--- config.mk ---
export PLATFORM = sky130hd
export DESIGN_NAME = lc3b_mem_arbiter
export DESIGN_NICKNAME = d
export VERILOG_FILES = /design/src/rtl/lc3b_mem_arbiter_pkg.sv /design/src/rtl/lc3b_mem_arbiter_perf.sv /design/src/rtl/lc3b_mem_arbiter.sv
export SDC_FILE = /design/constraint.sdc
export NUM_CORES = 1
export LEC_CHECK = 0
export CAP_MARGIN = 20
export CELL_PAD_IN_SITES_DETAIL_PLACEMENT = 0
export CELL_PAD_IN_SITES_GLOBAL_PLACEMENT = 1
export CORE_UTILIZATION = 28
export DETAILED_ROUTE_END_ITERATION = 8
export HOLD_SLACK_MARGIN = 0.1
export MAX_ROUTING_LAYER = met4
export PLACE_DENSITY = 0.77
export SLEW_MARGIN = 20
export SYNTH_ARGS = -nofsm -noshare
export SYNTH_HDL_FRONTEND = slang
export SYNTH_SLANG_ARGS = --single-unit
--- constraint.sdc ---
create_clock -name clk -period 2.1 [get_ports clk]
set_input_delay 0.42 -clock clk [delete_from_list [all_inputs] [get_ports clk]]
set_output_delay 0.42 -clock clk [all_outputs]
set_load 0.01 [all_outputs]
--- src/rtl/lc3b_mem_arbiter_pkg.sv ---
// lc3b_types: shared LC-3b word/mask types plus the memory arbiter state encoding.
// Rev 1.0 - initial release.
`default_nettype none

package lc3b_types;

  typedef logic [15:0] lc3b_word;
  typedef logic [1:0]  lc3b_mem_wmask;

  typedef enum logic [2:0] {
    IDLE  = 3'd0,
    I_ACC = 3'd1,
    D_ACC = 3'd2,
    D_PTR = 3'd3,
    D_FIN = 3'd4
  } lc3b_arb_state;

  localparam int LC3B_ARB_STREAK_W = 4;

endpackage

`default_nettype wire

--- src/rtl/lc3b_mem_arbiter_perf.sv ---
// lc3b_arb_perf: wrapping conflict / fetch-stall counters; present only with LC3B_MEM_ARB_PERF_EN.
// Rev 1.0 - initial release.
`default_nettype none

`ifdef LC3B_MEM_ARB_PERF_EN
module lc3b_arb_perf (
  input  logic        clk,
  input  logic        reset_n,
  input  logic        clear,
  input  logic        conflict,
  input  logic        stall,
  output logic [31:0] conflict_cnt,
  output logic [31:0] stall_cnt
);

  always_ff @(posedge clk or negedge reset_n) begin
    if (!reset_n) begin
      conflict_cnt <= '0;
      stall_cnt    <= '0;
    end else if (clear) begin
      conflict_cnt <= '0;
      stall_cnt    <= '0;
    end else begin
      if (conflict) conflict_cnt <= conflict_cnt + 32'd1;
      if (stall)    stall_cnt    <= stall_cnt + 32'd1;
    end
  end

endmodule
`endif

`default_nettype wire

--- src/rtl/lc3b_mem_arbiter.sv ---
// lc3b_mem_arbiter: shares one memory port between fetch and MEM stage, sequencing LDI/STI pairs.
// Optional perf counters with LC3B_MEM_ARB_PERF_EN. Rev 1.0 - initial release.
`default_nettype none

module lc3b_mem_arbiter
  import lc3b_types::*;
#(
  parameter int unsigned MAX_D_STREAK = 4
) (
  input  logic          clk,
  input  logic          reset_n,
  input  logic          i_read,
  input  lc3b_word      i_addr,
  output logic          i_resp,
  output lc3b_word      i_rdata,
  input  logic          d_read,
  input  logic          d_write,
  input  logic          d_indirect,
  input  lc3b_word      d_addr,
  input  lc3b_word      d_wdata,
  input  lc3b_mem_wmask d_wmask,
  output logic          d_resp,
  output lc3b_word      d_rdata,
  output logic          pmem_read,
  output logic          pmem_write,
  output lc3b_word      pmem_addr,
  output lc3b_word      pmem_wdata,
  output lc3b_mem_wmask pmem_wmask,
  input  logic          pmem_resp,
  input  lc3b_word      pmem_rdata
`ifdef LC3B_MEM_ARB_PERF_EN
  ,
  input  logic          perf_clear,
  output logic [31:0]   perf_conflict_cnt,
  output logic [31:0]   perf_fetch_stall_cnt
`endif
);

  localparam logic [LC3B_ARB_STREAK_W-1:0] STREAK_MAX = LC3B_ARB_STREAK_W'(MAX_D_STREAK);

  lc3b_arb_state                state;
  logic [LC3B_ARB_STREAK_W-1:0] streak;
  lc3b_word                     ptr;
  logic                         sv_write;
  lc3b_mem_wmask                sv_wmask;

  logic data_req;
  logic grant_d;
  logic grant_i;

  // Data wins unless it has already taken MAX_D_STREAK grants in a row while fetch waited.
  assign data_req = d_read | d_write;
  assign grant_d  = data_req && ((streak < STREAK_MAX) || !i_read);
  assign grant_i  = !grant_d && i_read;

  always_ff @(posedge clk or negedge reset_n) begin
    if (!reset_n) begin
      state      <= IDLE;
      streak     <= '0;
      ptr        <= '0;
      sv_write   <= 1'b0;
      sv_wmask   <= '0;
      pmem_read  <= 1'b0;
      pmem_write <= 1'b0;
      pmem_addr  <= '0;
      pmem_wdata <= '0;
      pmem_wmask <= '0;
    end else begin
      case (state)
        IDLE: begin
          if (grant_d) begin
            pmem_addr  <= d_addr;
            pmem_wdata <= d_wdata;
            sv_write   <= d_write;
            sv_wmask   <= d_wmask;
            if (i_read)
              streak <= (streak == STREAK_MAX) ? streak : streak + 1'b1;
            else
              streak <= '0;
            if (d_indirect) begin
              // Pointer fetch is always a full-word read, whatever the final access is.
              state      <= D_PTR;
              pmem_read  <= 1'b1;
              pmem_write <= 1'b0;
              pmem_wmask <= 2'b11;
            end else begin
              state      <= D_ACC;
              pmem_read  <= !d_write;
              pmem_write <= d_write;
              pmem_wmask <= d_write ? d_wmask : 2'b11;
            end
          end else if (grant_i) begin
            state      <= I_ACC;
            streak     <= '0;
            pmem_addr  <= i_addr;
            pmem_wdata <= '0;
            pmem_read  <= 1'b1;
            pmem_write <= 1'b0;
            pmem_wmask <= 2'b11;
          end
        end
        D_PTR: begin
          if (pmem_resp) begin
            state      <= D_FIN;
            ptr        <= pmem_rdata;
            pmem_addr  <= pmem_rdata;
            pmem_read  <= !sv_write;
            pmem_write <= sv_write;
            pmem_wmask <= sv_write ? sv_wmask : 2'b11;
          end
        end
        I_ACC, D_ACC, D_FIN: begin
          if (pmem_resp) begin
            state      <= IDLE;
            pmem_read  <= 1'b0;
            pmem_write <= 1'b0;
          end
        end
        default: begin
          state      <= IDLE;
          pmem_read  <= 1'b0;
          pmem_write <= 1'b0;
        end
      endcase
    end
  end

  assign i_resp  = (state == I_ACC) && pmem_resp;
  assign d_resp  = ((state == D_ACC) || (state == D_FIN)) && pmem_resp;
  assign i_rdata = i_resp ? pmem_rdata : '0;
  assign d_rdata = d_resp ? pmem_rdata : '0;

  a_rw_exclusive: assert property (@(posedge clk) disable iff (!reset_n) !(d_read && d_write));
  a_ptr_held:     assert property (@(posedge clk) disable iff (!reset_n)
                                   (state == D_FIN) |-> (pmem_addr == ptr));

`ifdef LC3B_MEM_ARB_PERF_EN
  logic perf_conflict;
  logic perf_stall;

  assign perf_conflict = (state == IDLE) && data_req && i_read;
  assign perf_stall    = i_read && !i_resp;

  lc3b_arb_perf u_perf (
    .clk          (clk),
    .reset_n      (reset_n),
    .clear        (perf_clear),
    .conflict     (perf_conflict),
    .stall        (perf_stall),
    .conflict_cnt (perf_conflict_cnt),
    .stall_cnt    (perf_fetch_stall_cnt)
  );
`endif

endmodule

`default_nettype wire

# --- Yosys cells after proc, flatten, opt, wreduce, memory -nomap -nowiden ---
# Index checks and enable logic that the tools add are counted.
# W data, S select, Z words.
word_totals:
  elab_cells: 76
  ff_bits: 46
  out_inout_bits: 70
op_classes:
  n_eq_ne: 9
  n_bitwise: 1
  reduce_logical: 19
  n_lt_le_gt_ge: 1
  addsub: 1
  muxes: 36
op_table:
  columns: ["operator", "count"]
  rows:
  - ["$mux W16", 7]
  - ["$pmux W16 S2", 1]
  - ["$mux W4", 4]
  - ["$mux W2", 6]
  - ["$mux W3", 4]
  - ["$mux W1", 10]
  - ["$pmux W3 S3", 1]
  - ["$reduce_and A3 Y1", 3]
  - ["$eq A3 B2 Y1 const B", 2]
  - ["$ne A3 B3 Y1 const B", 2]
  - ["$pmux W1 S3", 2]
  - ["$add A4 B1 Y4 const B", 1]
  - ["$eq A4 B3 Y1 const B", 1]
  - ["$logic_and A1 B1 Y1", 4]
  - ["$logic_not A1 Y1", 4]
  - ["$lt A4 B3 Y1 const B", 1]
  - ["$ne A2 B2 Y1 const B", 2]
  - ["$pmux W2 S2", 1]
  - ["$reduce_and A2 Y1", 2]
  - ["$reduce_bool A2 Y1", 2]
  - ["$eq A3 B1 Y1 const B", 1]
  - ["$eq A3 B3 Y1 const B", 1]
  - ["$logic_not A3 Y1", 1]
  - ["$reduce_or A3 Y1", 1]
  - ["2 further kinds", 3]

# --- Longest topological paths before layout ---
depth:
  depth_word: 8
  ltp_mapped: 7
  ltp_nobuf: 4

# --- Worst setup path before layout ---
# Ideal clock, no wire load.
synth_timing:
  path_kind: "reg2out"
  start: "register state[0]"
  end: "output i_rdata[10]"
  arrival_time_ns: 1.325
  path_stages_with_launch: 6
  required_ns: 1.680
  n_path_buf: 1
  slack_ns: 0.355
  cell_sequence: "dfrtp_1 -> nor2b_2 -> nand2_1 -> nor2_1 -> buf_4 -> and2_1"
synth_between:
  elab_chain_len: 3
synth_lines:
  columns: ["element", "line", "rtl"]
  rows:
  - ["from (decl)", "lc3b_mem_arbiter.sv:41", "lc3b_arb_state state;"]
  - ["from (signal assigned)", "lc3b_mem_arbiter.sv:58", "state <= IDLE;"]
  - ["from (signal assigned)", "lc3b_mem_arbiter.sv:82", "state <= D_PTR;"]
  - ["from (signal assigned)", "lc3b_mem_arbiter.sv:87", "state <= D_ACC;"]
  - ["$eq A3 B1 Y1", "lc3b_mem_arbiter.sv:128", "assign i_resp = (state == I_ACC) && pmem_resp;"]
  - ["$logic_and A1 B1 Y1", "lc3b_mem_arbiter.sv:128", null]
  - ["named net i_resp", "lc3b_mem_arbiter.sv:14", "output logic i_resp,"]
  - ["$mux W16", "lc3b_mem_arbiter.sv:130", "assign i_rdata = i_resp ? pmem_rdata : '0;"]
  - ["to (decl)", "lc3b_mem_arbiter.sv:15", "output lc3b_word i_rdata,"]
# The timed path passes the listed nets, and every way through them passes these cells.

# --- Worst setup path after layout ---
layout_timing:
  start: "register state[2]"
  end: "output d_rdata[15]"
layout_between:
  elab_chain_len: 4
layout_lines:
  columns: ["element", "line", "rtl"]
  rows:
  - ["$eq A3 B2 Y1 / $eq A3 B3 Y1 (equally long branches)", "lc3b_mem_arbiter.sv:129", "assign d_resp = ((state == D_ACC) || (state == D_FIN)) && pmem_resp;"]
  - ["$logic_or A1 B1 Y1 (*)", "lc3b_mem_arbiter.sv:129", null]
  - ["$logic_and A1 B1 Y1 (*)", "lc3b_mem_arbiter.sv:129", null]
  - ["$mux W16 (*)", "lc3b_mem_arbiter.sv:131", "assign d_rdata = d_resp ? pmem_rdata : '0;"]
  - ["to (decl)", "lc3b_mem_arbiter.sv:23", "output lc3b_word d_rdata,"]
# Mark *: on every way between the ends. The rest lies on a longest branch, timed or not.

==> flow_summary.yaml <==
outcome:
  run_status: "complete, no violations"
global_routing:
  globalRouteOverflowTotal: 0
  first_pass_grt_wire_length_um: 12200
  antenna_found_initial: 0
  via_count_of_the_first_global_routing_pass: 2437
  global_route_usage_over_all_layers: 0.166
  pin_count_of_the_biggest_net_entering_global_routing: 26
place:
  place_ws_ns: -0.353
  place.detailed.instances: 491
  place.detailed.hpwl_um: 5780
  gpl.final_weighted_congestion: 0.778
  place_area_um2: 4200
  placement.io_buffers: 142
sta:
  finalSetupViolCount: 0
  rsz0062_at_grt: "true"
  layout_worst_path_cycle_share: 0.997
  max_freq_mhz: 478
  setup_ws_ns: 0.00582
  fin_crit_ns: 2.09
  fin_skew_ns: 0.00623
  relSlewSlack: 0.573
  tightest_slew_ns: 0.639
  hold_viol: 0
  maxSlewViolCount: 0
yosys:
  synth_cell_type_count: 37
  yosysSeqAreaShare: 0.452
  mappedNetlistNets: 307
  synth.top_cell.area_share: 0.452
  synth.cell_area_um2: 2550
  synthesis.area_per_instance_um2: 11.0
  syn_inst: 232
  yosys-top-cells-area: "dfrtp_1, and2_1, mux2i_1"
  post-synth-top-area-cell: "dfrtp_1"
  synth-seq-cells: 46
  synth_warnings: 0
job:
  max_cap_viol_count: 0
finish:
  final_non_filler_cells: 503
  postLayoutCellArea_um2: 4350
  synthesis_to_finish_area_growth_pct: 70.6
  post_route_cells_drive_above_1_share: 0.268
  final_nets: 469
  antenna_cells_inserted: 0
clocking:
  max-clock-path-buffers: 2
  ctsHtreeMaxLevel: 2
  cts.sinks: 46
  cts_made_buffers: 5
  clock_tree_from_tritoncts: "done"
  clock_transition_at_the_registers_of_the_reported_paths_ns: 0.08
  cts_root_buffer: "clkbuf_8"
  insertion_delay_ns: 0.30
worst_setup_path:
  startpoint_class: "register"
  timing.critical_path.required_ns: 1.68
  critical_path.max_fanout: 4
  setup.worst_path.class: "reg -> out"
  setup.worst_path.end_class: "output port"
  reg2reg_slack_ns: 0.23
  r2r.worst_path.cells: 4
  crit_arrival_ns: 1.67
floorplan:
  die_height_um: 97.4
  fp.dieArea_um2: 9480
  ioPinCount: 143
  die_w_um: 97.4
  coreArea_um2: 8760
  start_util: 0.291
  rows: 34
power_and_ir_drop:
  ir_worst_vdd_v: 0.000730
  power.density_nw_per_um2: 1250
  leakage_nw: 1.93
route:
  post_drt_wl_per_cell_um: 15.0
  antenna_left: 0
  dr.pass1.iters: 4
  total_drc_errors_in_the_routed_layout: 0
  routed_wirelength_um: 7550
  initialDrtViolationCount: 24
  routed-via-count: 2308
  via_per_inst: 4.59
hold_path:
  worst_hold_path_type: "reg -> reg"
  worstHoldPathCells: 1
-- per-layer routing --
layer | track usage | wire, µm | vias up
li1 | - | - | 1134
met1 | 0.206 | 3360 | 1075
met2 | 0.281 | 3700 | 95
met3 | 0.0367 | 435 | 4
met4 | 0.0305 | 46 | 0
met5 | - | 0 | -
-- critical path, cell delays in order (launching register included) --
cell and delay, ns:
dfrtp_1 0.41, buf_6 0.14, xnor2_4 0.12, nor3b_4 0.24, buf_6 0.16, buf_6 0.09, and2_4 0.13, buf_6 0.09
-- area by class of cell --
class | instances | area, µm²
Inverter | 22 | 82.6
Multi-Input combinational cell | 149 | 1240
Timing Repair Buffer | 170 | 1590
Clock buffer | 6 | 82.6
Tap cell | 108 | 135
Clock inverter | 2 | 60.1
Sequential cell | 46 | 1150
Fill cell | 811 | 4420
-- sequential cells by signal, indices dropped and copies added (netlist names) --
register,flops
pmem_addr,16
streak,4
sv_wmask,2
sv_write,1
pmem_wdata,16
pmem_wmask,2
state,3
pmem_write,1
pmem_read,1
-- cell usage after synthesis --
master     instances
and3_1             1
mux2i_1           15
o21a_1             3
and2_1            34
a21o_1             1
xnor2_1            1
nor2_1             2
nand2b_1           3
o22ai_1            3
buf_6              7
buf_4              4
nand2_1           17
a21oi_1            3
nand3b_1           1
o21ai_0            4
nand4_1            2
o32ai_2            1
o221ai_1           8
clkbuf_1           1
a21oi_2            1
ha_1               2
or3_1              1
nor3b_2            1
nor2_8             2
a22o_1            17
nor3_1             6
nor2b_2            1
o21ai_4            1
buf_2              3
dfrtp_1           46
nor3_4             2
o2111ai_1          1
o2bb2ai_1          1
mux2_2             6
o21ai_2            1
o221ai_2           7
inv_1             22
-- what timing repair did --
item | 4_1_cts | 5_1_grt
cloned | 1 | 0
setup endpoints to repair | 34 | 33
pin swaps | 9 | 4
endpoints found under the hold margin | 3 | 0
buffers inserted | 5 | 0
hold buffers | 1 | 0
gates resized for setup | 96 | 56
-- kinds of logic after synthesis --
group,Yosys count,synth area share
mux,21,0.0855
fa+ha+maj,2,0.00982
flops,46,0.452
buf+inv,37,0.0825
compound gates,52,0.187
simple gates,73,0.180
xor+xnor,1,0.00344
-- report_power, final --
group	total (mW)	switching [mW]	internal, mW
Combinational	3.09	1.38	1.71
Clock	0.810	0.303	0.508
Sequential	1.52	0.225	1.30
Total	5.42	1.91	3.51
-- worst paths after layout --
path,end,start
worst max-delay path,d_rdata[15],state[2]
worst min-delay path,sv_wmask[0],sv_wmask[0]
worst max register to register,sv_wmask[1],state[1]
worst min register to register,sv_wmask[0],sv_wmask[0]
max in group asynchronous,state[0],reset_n
min in group asynchronous,pmem_wdata[1],reset_n
-- per-stage QoR --
step | util | hold WS, ns | setup TNS, ns | total power [mW]
floorplan | - | 0.124 | 0 | 3.17
global route | 0.496 | 0.534 | -0.544 | 5.79
detailed placement | 0.479 | 0.428 | -11.19 | 4.56
CTS | 0.497 | 0.507 | -0.398 | 5.45
finish | 0.496 | 0.506 | 0 | 5.42
global placement | 0.479 | 0.422 | -10.49 | 4.53
-- cell usage in the layout (no fill, tap or decap), types with 7 or more instances in the layout --
cell type,count
clkbuf_2,16
buf_4,18
buf_2,7
dfrtp_1,46
a22o_1,17
nand2_1,17
mux2i_1,15
and2_4,10
clkdlybuf4s50_1,106
and2_1,24
o221ai_2,7
inv_1,22
o221ai_1,8
buf_6,16
Power figures use the tool's default switching activity.
